<file path="src/rtl/clk_switch_ctrl.sv">
// clk_switch_ctrl: drives the select of the glitch-free clock mux.
// A request is only honoured once the target clock shows a heartbeat edge.
// After that, sel is held for a settle window that covers the mux's two-edge
// handover, and only then is done reported. A dead target aborts with err.
module clk_switch_ctrl #(
  parameter int SETTLE_CYCLES = 8,
  parameter int TIMEOUT       = 64,
  parameter int CNT_W         = 8
) (
  input  logic clk,
  input  logic rst,
  input  logic req_valid,
  input  logic req_sel,
  output logic req_ready,
  input  logic hb0,
  input  logic hb1,
  output logic sel,
  output logic busy,
  output logic done,
  output logic err
);

  typedef enum logic [1:0] {
    IDLE   = 2'b00,
    CHECK  = 2'b01,
    SWITCH = 2'b10
  } state_t;

  localparam logic [CNT_W-1:0] TIMEOUT_LAST = CNT_W'(TIMEOUT - 1);
  localparam logic [CNT_W-1:0] SETTLE_LAST  = CNT_W'(SETTLE_CYCLES - 1);

  state_t           state, state_next;
  logic [CNT_W-1:0] cnt, cnt_next;
  logic             target, target_next;
  logic             sel_next, done_next, err_next;

  // Bit 0 and bit 1 are the two synchronizer stages. Bit 2 delays the synced
  // value by one more cycle so that a heartbeat toggle becomes a one-cycle pulse.
  logic [2:0] hb0_sync, hb1_sync;
  logic       hb0_edge, hb1_edge, target_edge;

  // Bring both heartbeats into the clk domain and delay them for edge detection.
  always_ff @(posedge clk) begin
    if (rst) begin
      hb0_sync <= '0;
      hb1_sync <= '0;
    end else begin
      hb0_sync <= {hb0_sync[1:0], hb0};
      hb1_sync <= {hb1_sync[1:0], hb1};
    end
  end

  assign hb0_edge    = hb0_sync[1] ^ hb0_sync[2];
  assign hb1_edge    = hb1_sync[1] ^ hb1_sync[2];
  assign target_edge = target ? hb1_edge : hb0_edge;

  assign req_ready = (state == IDLE);
  assign busy      = (state == CHECK) || (state == SWITCH);

  // State register plus the registered outputs, which makes done/err clean one-cycle pulses.
  always_ff @(posedge clk) begin
    if (rst) begin
      state  <= IDLE;
      cnt    <= '0;
      target <= 1'b0;
      sel    <= 1'b0;
      done   <= 1'b0;
      err    <= 1'b0;
    end else begin
      state  <= state_next;
      cnt    <= cnt_next;
      target <= target_next;
      sel    <= sel_next;
      done   <= done_next;
      err    <= err_next;
    end
  end

  // Next-state logic: accept, then check liveness, then settle. An edge beats a timeout in the same cycle.
  always_comb begin
    state_next  = state;
    cnt_next    = cnt;
    target_next = target;
    sel_next    = sel;
    done_next   = 1'b0;
    err_next    = 1'b0;
    case (state)
      IDLE: begin
        if (req_valid && req_ready) begin
          target_next = req_sel;
          if (req_sel == sel) begin
            done_next = 1'b1;
          end else begin
            state_next = CHECK;
            cnt_next   = '0;
          end
        end
      end
      CHECK: begin
        if (target_edge) begin
          state_next = SWITCH;
          sel_next   = target;
          cnt_next   = '0;
        end else if (cnt == TIMEOUT_LAST) begin
          state_next = IDLE;
          err_next   = 1'b1;
          cnt_next   = '0;
        end else begin
          cnt_next = cnt + 1'b1;
        end
      end
      SWITCH: begin
        if (cnt == SETTLE_LAST) begin
          state_next = IDLE;
          done_next  = 1'b1;
          cnt_next   = '0;
        end else begin
          cnt_next = cnt + 1'b1;
        end
      end
      default: begin
        state_next = IDLE;
        cnt_next   = '0;
      end
    endcase
  end

endmodule

</file>
<file path="config.mk">
export PLATFORM = sky130hd
export DESIGN_NAME = clk_switch_ctrl
export DESIGN_NICKNAME = d
export VERILOG_FILES = /design/src/rtl/clk_switch_ctrl.sv
export SDC_FILE = /design/constraint.sdc
export NUM_CORES = 1
export LEC_CHECK = 0
export CAP_MARGIN = 10
export CORE_ASPECT_RATIO = 0.6
export CORE_MARGIN = 2
export CORE_UTILIZATION = 44
export CTS_CLUSTER_DIAMETER = 100
export CTS_CLUSTER_SIZE = 25
export DETAILED_ROUTE_END_ITERATION = 12
export PLACE_DENSITY = 0.68
export SETUP_SLACK_MARGIN = 0.2
export SLEW_MARGIN = 10
export SYNTH_ARGS = -nofsm -noshare
export SYNTH_HDL_FRONTEND = slang
export SYNTH_SLANG_ARGS = --single-unit
export TNS_END_PERCENT = 1
</file>
<file path="constraint.sdc">
create_clock -name clk -period 1.85 [get_ports clk]
set_input_delay 0.37 -clock clk [delete_from_list [all_inputs] [get_ports clk]]
set_output_delay 0.37 -clock clk [all_outputs]
set_load 0.01 [all_outputs]
</file>
After elaboration in Yosys (flattened, before gate mapping)
Index checks and enable logic that the tools add are counted.

Register bits after elaboration: 20. Output and inout bits: 5.

Muxes and demuxes: 18. Reductions and logical operators: 8. Bitwise operators: 3. Equal/unequal tests: 9. Add/subtract/negate cells: 1.

Operator list (number): 8-bit two-way mux (5); 8-bit one-hot mux with 3 select lines (1); 2-bit two-way mux (5); 8-bit by 1-bit adder with 8-bit output (second input constant) (1); 8-bit by 3-bit == test with 1-bit output (second input constant) (1); 8-bit by 6-bit == test with 1-bit output (second input constant) (1); 2-bit one-hot mux with 3 select lines (1); 2-bit AND reduction (3); 1-bit two-way mux (5); 2-bit by 1-bit != test with 1-bit output (second input constant) (2); 4-bit AND reduction (1); 3-bit by 2-bit != test with 1-bit output (second input constant) (1); 3-bit OR reduction (1); 2-bit by 1-bit == test with 1-bit output (second input constant) (1); 2-bit == test (second input constant) (1); 2-bit logical NOT (1); 2-bit != test (second input constant) (1); 1-bit one-hot mux with 2 select lines (1); 1-bit bitwise XOR (2); 1-bit == test (1); 1-bit logical AND (1); 1-bit logical OR (1); 1-bit NOT (1).

Depth between registers and ports, before layout
Gate-level depths: netlist (run 1).

Depth in word-level cells: 4. Gate-level depth with buffers: 6. Gate-level depth less buffers: 6.

Least setup slack after synthesis (run 1)
No wires, ideal clock.

Kind: flip-flop to flip-flop. Start point: reg cnt[0]. End point: reg state[0]. Buffers on the path: 0. Arrival: 1.692 ns. Cell stages (with the launch flop): 6. Setup time: 0.072 ns. Clock period less this slack: 1.764 ns. Slack: 0.086 ns. Data required time: 1.778 ns. Cell sequence: dfxtp_1 ha_1 nand4bb_2 o41a_1 a311oi_4 mux2i_1.

Longest elaborated chain between the ends: 3. Elaborated cells on any way between the ends: 5. Those cells by class: eq/ne (4); reduce/logical (1).

Ends and longest elaborated chain: start, declared (line 33) `logic [CNT_W-1:0] cnt, cnt_next;`; start signal, assigned (line 71) `cnt <= cnt_next;`; 8-bit by 6-bit == test with 1-bit output / 8-bit by 3-bit == test with 1-bit output (equally long branches) (line 104, 113); 3-bit by 2-bit != test with 1-bit output (no source line) / 2-bit by 1-bit != test with 1-bit output (equally long branches); 4-bit AND reduction (no source line) (*); end signal, assigned (line 70) `state <= state_next;`; end, declared (line 32) `state_t state, state_next;`.

Mark *: on every way between the ends. The rest lies on a longest branch, timed or not. A chain may end at the register's enable or synchronous reset.

Final worst setup path (run 1)
Ends and elaborated chain as after synthesis.

==> results of run 1 <==
power breakdown:
group	leakage [nW]	total (W)	internal [W]	switching, W
clock	0.0210	0.000257	0.000120	0.000137
sequential	0.165	0.000488	0.000463	0.0000250
combinational	0.272	0.000415	0.000206	0.000210
total	0.458	0.00116	0.000788	0.000371
worst register-to-register path, delay by kind of cell, from the launching register on:
kind,cells,cell delay (ns)
adders and majority gates,1,0.15
DFF,1,0.39
AOI/OAI and AO/OA,2,0.66
and+or+nand+nor,1,0.11
buffers and inverters,1,0.16
muxes,1,0.16
area by class of cell:
type                       instances  area, um^2
sequential                        20       409.1
timing repair buffer              23       198.9
tap                               30       37.54
fill                             195       860.8
clock buffer                       4       36.28
multi-input combinational         71       553.0
inverter                           5       18.77
how the worst max path moves through the flow:
stage | start | to | cells after the start
final | cnt[0] | state[0] | 6
after global routing | cnt[0] | state[0] | 6
after CTS | cnt[1] | state[0] | 6
after detailed placement | req_sel | cnt[7] | 5
after global placement | req_sel | state[0] | 7
after floorplan | cnt[1] | state[0] | 5
stage by stage:
stage	setup WS (ns)	util	instances	area, um^2	total power (W)
after CTS	0.06837	0.5692	150	1204	0.001149
after floorplan	0.1532	-	99	973.4	0.0007192
after global placement	-0.1183	0.5515	146	1166	0.0008905
final	0.1506	0.5929	153	1254	0.001160
after detailed placement	-0.1489	0.5515	146	1166	0.0009003
after global routing	0.04134	0.5929	153	1254	0.001223
registers in the layout, indices dropped and copies added (netlist names):
name      cells
cnt           8
hb0_sync      3
err           1
state         2
sel           1
hb1_sync      3
target        1
done          1
cell usage after synthesis (all sizes together), types with 2 or more instances:
library cell	instances	share of area
a211oi	4	0.031
a21oi	2	0.010
buf	2	0.017
dfxtp	20	0.42
ha	5	0.065
inv	5	0.020
mux2i	3	0.031
nand2	8	0.031
nand3	5	0.026
nand4	2	0.013
nor2	2	0.0078
nor2b	6	0.039
nor3	4	0.021
nor4	2	0.013
o21ai	5	0.026
o31ai	2	0.016
or3	2	0.013
or4	2	0.016
xnor2	3	0.027
xor2	3	0.027
layer usage:
layer / vias up / GRT usage / share of wire
met5: - / 0 / 0
met4: 0 / 0.06383 / 0.011
met3: 4 / 0.05899 / 0.067
met2: 22 / 0.2448 / 0.39
met1: 376 / 0.2370 / 0.53
li1: 415 / - / -
cells by family after synthesis:
group	Yosys count	synth area share
AO/OA/AOI/OAI	20	0.1684
multiplexers	3	0.03133
buffers and inverters	8	0.04046
flip-flops	20	0.4178
AND/OR/NAND/NOR	37	0.2219
XOR/XNOR	6	0.05484
adder cells (fa/ha/maj)	5	0.06527
what timing repair did:
| item | in CTS | in global routing |
|---|---|---|
| setup endpoints to repair | 11 | 12 |
| gates resized for setup | 4 | 6 |
| buffers inserted | 0 | 3 |
| pin swaps | 0 | 4 |
==> metrics.csv, run 1 <==
stage,metric,value,unit
logic_synthesis,post-synthesis average cell area,9.681,um^2
sta,Post-Route Hold Slack,0.3915,ns
worst_setup_path,worst flop-to-flop path endpoint,state[0],
logic_synthesis,count of warnings emitted by yosys,0,
worst_setup_path,"Req. time, crit path",2.09,ns
worst_setup_path,family of cells with the greatest summed delay on the critical path,compound AO/OA/AOI/OAI gates,
clock_tree,clk buf depth,2,
global_routing,wire length of the first global-routing pass,3.105,mm
sta,clock period minus worst slack,1.699,ns
detailed_routing,antenna violation net count after detailed routing,0,
detailed_routing,detailed-route via count,817,
power_and_ir_drop,Static Leak,0.4580,nW
hold_path,Hold/Removal Path Class,input port to flip-flop,
placement,HPWL reported at the end of detailed placement,1.603,mm
worst_setup_path,worst flop-to-flop path startpoint,cnt[0],
logic_synthesis,Post-Synthesis Cells,99,
worst_setup_path,internal reg-to-reg setup slack,0.15,ns
worst_setup_path,library cell contributing the largest single delay on the critical path,sky130_fd_sc_hd__o41a_1,
clock_tree,Hold Buf Count CTS,0,
finish,most common library cell in the layout ignoring fill and taps,sky130_fd_sc_hd__dfxtp_1,
logic_synthesis,number of storage elements in the synthesis netlist,20,
logic_synthesis,number of distinct standard cells referenced by the synthesized netlist,34,
clock_tree,TritonCTS Sinks,20,
sta,headroom to the max-slew limit,0.6574,
hold_path,number of cells on the worst hold path,3,
sta,Max Clk Rate,588.4,MHz
finish,"leading cell types in the layout, fill and taps excluded","17 x sky130_fd_sc_hd__dfxtp_1, 13 x sky130_fd_sc_hd__buf_4, 8 x sky130_fd_sc_hd__nand2_1",
logic_synthesis,share of synthesized area occupied by flip-flops and latches,0.4178,
worst_setup_path,worst path cell trace,"ha_4, nand4bb_4, o41a_1, a311oi_4, buf_4, mux2i_1",
clock_tree,TritonCTS clock tree,yes,
clock_tree,Num CTS Buffers,3,
detailed_routing,drc violations,0,
power_and_ir_drop,Pwr Density,925.2,mW/mm^2
floorplanning,core box area,0.002115,mm^2
clock_tree,worst skew pair latency,0.30,ns
floorplanning,I/O pin count,11,
sta,setup tns final,0,ns
worst_setup_path,crit path launch type,flip-flop,
sta,Worst Tran Pin Value,0.4995,ns
detailed_routing,post-DR wirelength/cell,13.29,um
finish,post-synthesis to final-layout area growth,30.81,%
floorplanning,standard-cell row count,13,
logic_synthesis,fraction of synthesis flops using an asynchronous set or reset pin,0,
global_routing,initial antenna violation count,0,
worst_setup_path,kind of capture point of the worst setup path,flip-flop,
detailed_routing,Initial DRC Count,35,
worst_setup_path,"Max FO, Critical Path",3,
sta,Final period util,0.9186,
clock_tree,clock root buffer master,sky130_fd_sc_hd__clkbuf_4,
sta,setup repair after global routing missed its margin,yes,
sta,final-report setup violation count,0,
hold_path,hold worst-path end,target,
worst_setup_path,worst endpoint data arrival time,1.94,ns
logic_synthesis,netlist area before placement,958.4,um^2
logic_synthesis,total nets after synthesis,110,
logic_synthesis,Synth Flop Type,sky130_fd_sc_hd__dfxtp_1,
global_routing,GR Util All Layers,0.1706,
finish,final net count,135,
worst_setup_path,Crit Path Class,flip-flop to flip-flop,
logic_synthesis,count of flip-flops with a built-in enable after synthesis,0,
placement,gp weighted congestion,0.8413,
power_and_ir_drop,Max rail drop VDD,0.0005059,V
floorplanning,DIE HEIGHT,40.15,um
job,count of max-cap constraint violations,0,
clock_tree,level count of the clock H-tree,1,
finish,fraction of layout instances using a drive strength above 1,0.2114,
sta,worst clock skew,0.001881,ns
sta,count of final hold-check violations,0,
global_routing,pin count of the biggest net entering global routing,12,
global_routing,number of global-route vias before repair,653,
global_routing,total overflow reported by the global router,0,
detailed_routing,Detailed Routing Iterations Pass 1,4,
clock_tree,clock edge transition at the registers on the reported setup and hold paths,0.11,ns
run_status,run status,"finished, final reports clean",
detailed_routing,final wirelength,2.033,mm
floorplanning,starting utilization of the core area,0.4533,
floorplanning,width of the chip,64.25,um
worst_setup_path,crit-path max cell delay,0.43,ns
sta,max-slew violations,0,
finish,number of antenna diodes,0,
detailed_routing,vias per std cell,5.340,
placement,count of input and output buffers,10,
hold_path,worst min-delay path startpoint,req_sel,
worst_setup_path,number of buffers and inverters on the critical path,1,
floorplanning,Die Area,0.002580,mm^2
worst_setup_path,Register-to-Register Path Depth,6,
Note: power is estimated with default switching activity, not from simulation.
==> run 2, diff against run 1 <==
- CORE_MARGIN: 2 -> 4
- DONT_BUFFER_PORTS: unset -> 1
- PLACE_DENSITY: 0.68 -> unset
==> metrics.csv, run 2 (synthesis results as in run 1) <==
stage,metric,value,unit,change
run_status,run status,"finished, final reports clean",,
finish,"leading cell types in the layout, fill and taps excluded","18 x sky130_fd_sc_hd__dfxtp_1, 13 x sky130_fd_sc_hd__buf_4, 8 x sky130_fd_sc_hd__nand2_1",,
clock_tree,TritonCTS Sinks,20,,unchanged
sta,final-report setup violation count,0,,unchanged
worst_setup_path,crit-path max cell delay,0.38,ns,-0.05 ns
sta,Final period util,0.9366,,+0.01800
sta,worst clock skew,0.001221,ns,-0.0006597 ns
detailed_routing,post-DR wirelength/cell,14.25,um,+7.2%
clock_tree,Hold Buf Count CTS,0,,unchanged
worst_setup_path,Crit Path Class,flip-flop to flip-flop,,
worst_setup_path,kind of capture point of the worst setup path,flip-flop,,
sta,count of final hold-check violations,0,,unchanged
finish,final net count,125,,-7.4%
worst_setup_path,crit path launch type,flip-flop,,
finish,top register by number of flip-flops,cnt,,
placement,HPWL reported at the end of detailed placement,1.512,mm,-5.6%
clock_tree,clk buf depth,2,,unchanged
detailed_routing,final wirelength,2.009,mm,-1.2%
floorplanning,standard-cell row count,12,,-1
finish,top flop regs,"cnt: 8 flops, hb0_sync: 3 flops, hb1_sync: 3 flops",,
worst_setup_path,worst flop-to-flop path startpoint,cnt[1],,
power_and_ir_drop,Pwr Density,964.3,mW/mm^2,+4.2%
hold_path,number of cells on the worst hold path,1,,-2
clock_tree,clock edge transition at the registers on the reported setup and hold paths,0.11,ns,about the same
finish,fraction of layout instances using a drive strength above 1,0.2389,,+0.02756
sta,Worst Tran Pin Value,0.3195,ns,-0.1800 ns
detailed_routing,detailed-route via count,776,,-5.0%
clock_tree,level count of the clock H-tree,1,,unchanged
finish,post-synthesis to final-layout area growth,20.24,%,
floorplanning,Die Area,0.003013,mm^2,+17%
clock_tree,Num CTS Buffers,3,,unchanged
detailed_routing,Detailed Routing Iterations Pass 1,4,,unchanged
clock_tree,TritonCTS clock tree,yes,,
detailed_routing,Initial DRC Count,36,,+2.9%
worst_setup_path,worst flop-to-flop path endpoint,cnt[6],,
finish,Final Non-Filler Cells,141,,-7.8%
hold_path,worst min-delay path startpoint,rst,,
floorplanning,starting utilization of the core area,0.4910,,+0.03777
worst_setup_path,"Max FO, Critical Path",4,,+1
worst_setup_path,worst path cell trace,"ha_4, nand4bb_4, o41a_1, a311oi_4, buf_4, a211oi_2",,
sta,Max Clk Rate,577.1,MHz,-1.9%
sta,clock period minus worst slack,1.733,ns,+0.03331 ns
worst_setup_path,"Req. time, crit path",2.05,ns,-0.04 ns
global_routing,total overflow reported by the global router,0,,unchanged
floorplanning,width of the chip,68.25,um,+6.2%
floorplanning,core box area,0.001952,mm^2,-7.7%
hold_path,Hold/Removal Path Class,input port to flip-flop,,
worst_setup_path,worst endpoint data arrival time,1.93,ns,about the same
global_routing,wire length of the first global-routing pass,3.532,mm,+14%
placement,count of placed standard cells including taps,134,,-8.2%
job,count of max-cap constraint violations,0,,unchanged
worst_setup_path,Register-to-Register Path Depth,6,,unchanged
sta,headroom to the max-slew limit,0.7809,,+0.1234
clock_tree,worst skew pair latency,0.30,ns,about the same
finish,number of flip-flops in the largest register,8,,unchanged
detailed_routing,drc violations,0,,unchanged
global_routing,GR Util All Layers,0.1630,,-0.007566
hold_path,hold worst-path end,hb0_sync[0],,
worst_setup_path,library cell contributing the largest single delay on the critical path,sky130_fd_sc_hd__a311oi_4,,
finish,final core utilization,0.5904,,-0.002514
sta,setup repair after global routing missed its margin,yes,,
power_and_ir_drop,Static Leak,0.4095,nW,-11%
finish,number of antenna diodes,0,,unchanged
global_routing,initial antenna violation count,0,,unchanged
detailed_routing,vias per std cell,5.504,,+3.1%
floorplanning,DIE HEIGHT,44.15,um,+10%
finish,most common library cell in the layout ignoring fill and taps,sky130_fd_sc_hd__dfxtp_1,,
clock_tree,clock root buffer master,sky130_fd_sc_hd__clkbuf_4,,
sta,setup tns final,0,ns,unchanged
worst_setup_path,internal reg-to-reg setup slack,0.12,ns,-0.03 ns
power_and_ir_drop,Max rail drop VDD,0.0004620,V,-8.7%
sta,Post-Route Hold Slack,0.1158,ns,-0.2757 ns
placement,gp weighted congestion,0.8070,,-4.1%
global_routing,pin count of the biggest net entering global routing,13,,+1
floorplanning,I/O pin count,11,,unchanged
detailed_routing,antenna violation net count after detailed routing,0,,unchanged
sta,max-slew violations,0,,unchanged
placement,worst setup timing slack at the placement stage,0.05348,ns,+0.2024 ns
global_routing,number of global-route vias before repair,729,,+12%
sta,least setup slack across all paths after layout,0.1173,ns,-0.03331 ns
placement,count of input and output buffers,0,,-10
-- run 2: per-layer routing --
metal  vias up  wire length (um)  track usage  share of wire
met4         0                18      0.03557         0.0090
met5         -                 0            0              0
li1        392                 -            -              -
met3         4               129      0.06853          0.064
met2        16               771       0.2126           0.38
met1       364              1090       0.2439           0.54
-- run 2: per-stage QoR --
step / total power (W) / area, um^2
final: 0.001111 / 1152
after global placement: 0.0008500 / 1064
after CTS: 0.001116 / 1137
after global routing: 0.001186 / 1152
after detailed placement: 0.0008517 / 1064
after floorplan: 0.0007192 / 973.4
-- run 2: worst max-delay path by stage --
stage                       from       end
final                     cnt[1]    cnt[6]
after detailed placement  cnt[1]    cnt[4]
after floorplan           cnt[1]  state[0]
after CTS                 cnt[0]    cnt[4]
after global placement    cnt[1]    cnt[7]
after global routing      cnt[1]    cnt[5]
-- run 2: timing repair --
item / 4_1_cts / 5_1_grt
pin swaps: 3 / 5
cloned: 0 / 0
buffers inserted: 3 / 0
gates resized for setup: 3 / 3
endpoints found under the setup margin: 9 / 9
-- run 2: layout make-up --
class                      instances  area, um^2
multi-input combinational         71       559.3
inverter                           5       18.77
fill                             184       799.5
sequential                        20       405.4
tap                               28       35.03
clock buffer                       4       36.28
timing repair buffer              13       97.59
-- run 2: critical path: cells and delay by family, from the launching register on --
family          cells  cell delay (ns)
compound gates      3             0.79
simple gates        1             0.10
buf+inv             1             0.20
flops               1             0.37
fa+ha+maj           1             0.15
-- run 2: power by group --
| part | switching [W] | internal [W] | total [W] |
|---|---|---|---|
| combinational | 0.000206 | 0.000168 | 0.000374 |
| sequential | 0.0000202 | 0.000459 | 0.000479 |
| clock | 0.000138 | 0.000120 | 0.000258 |
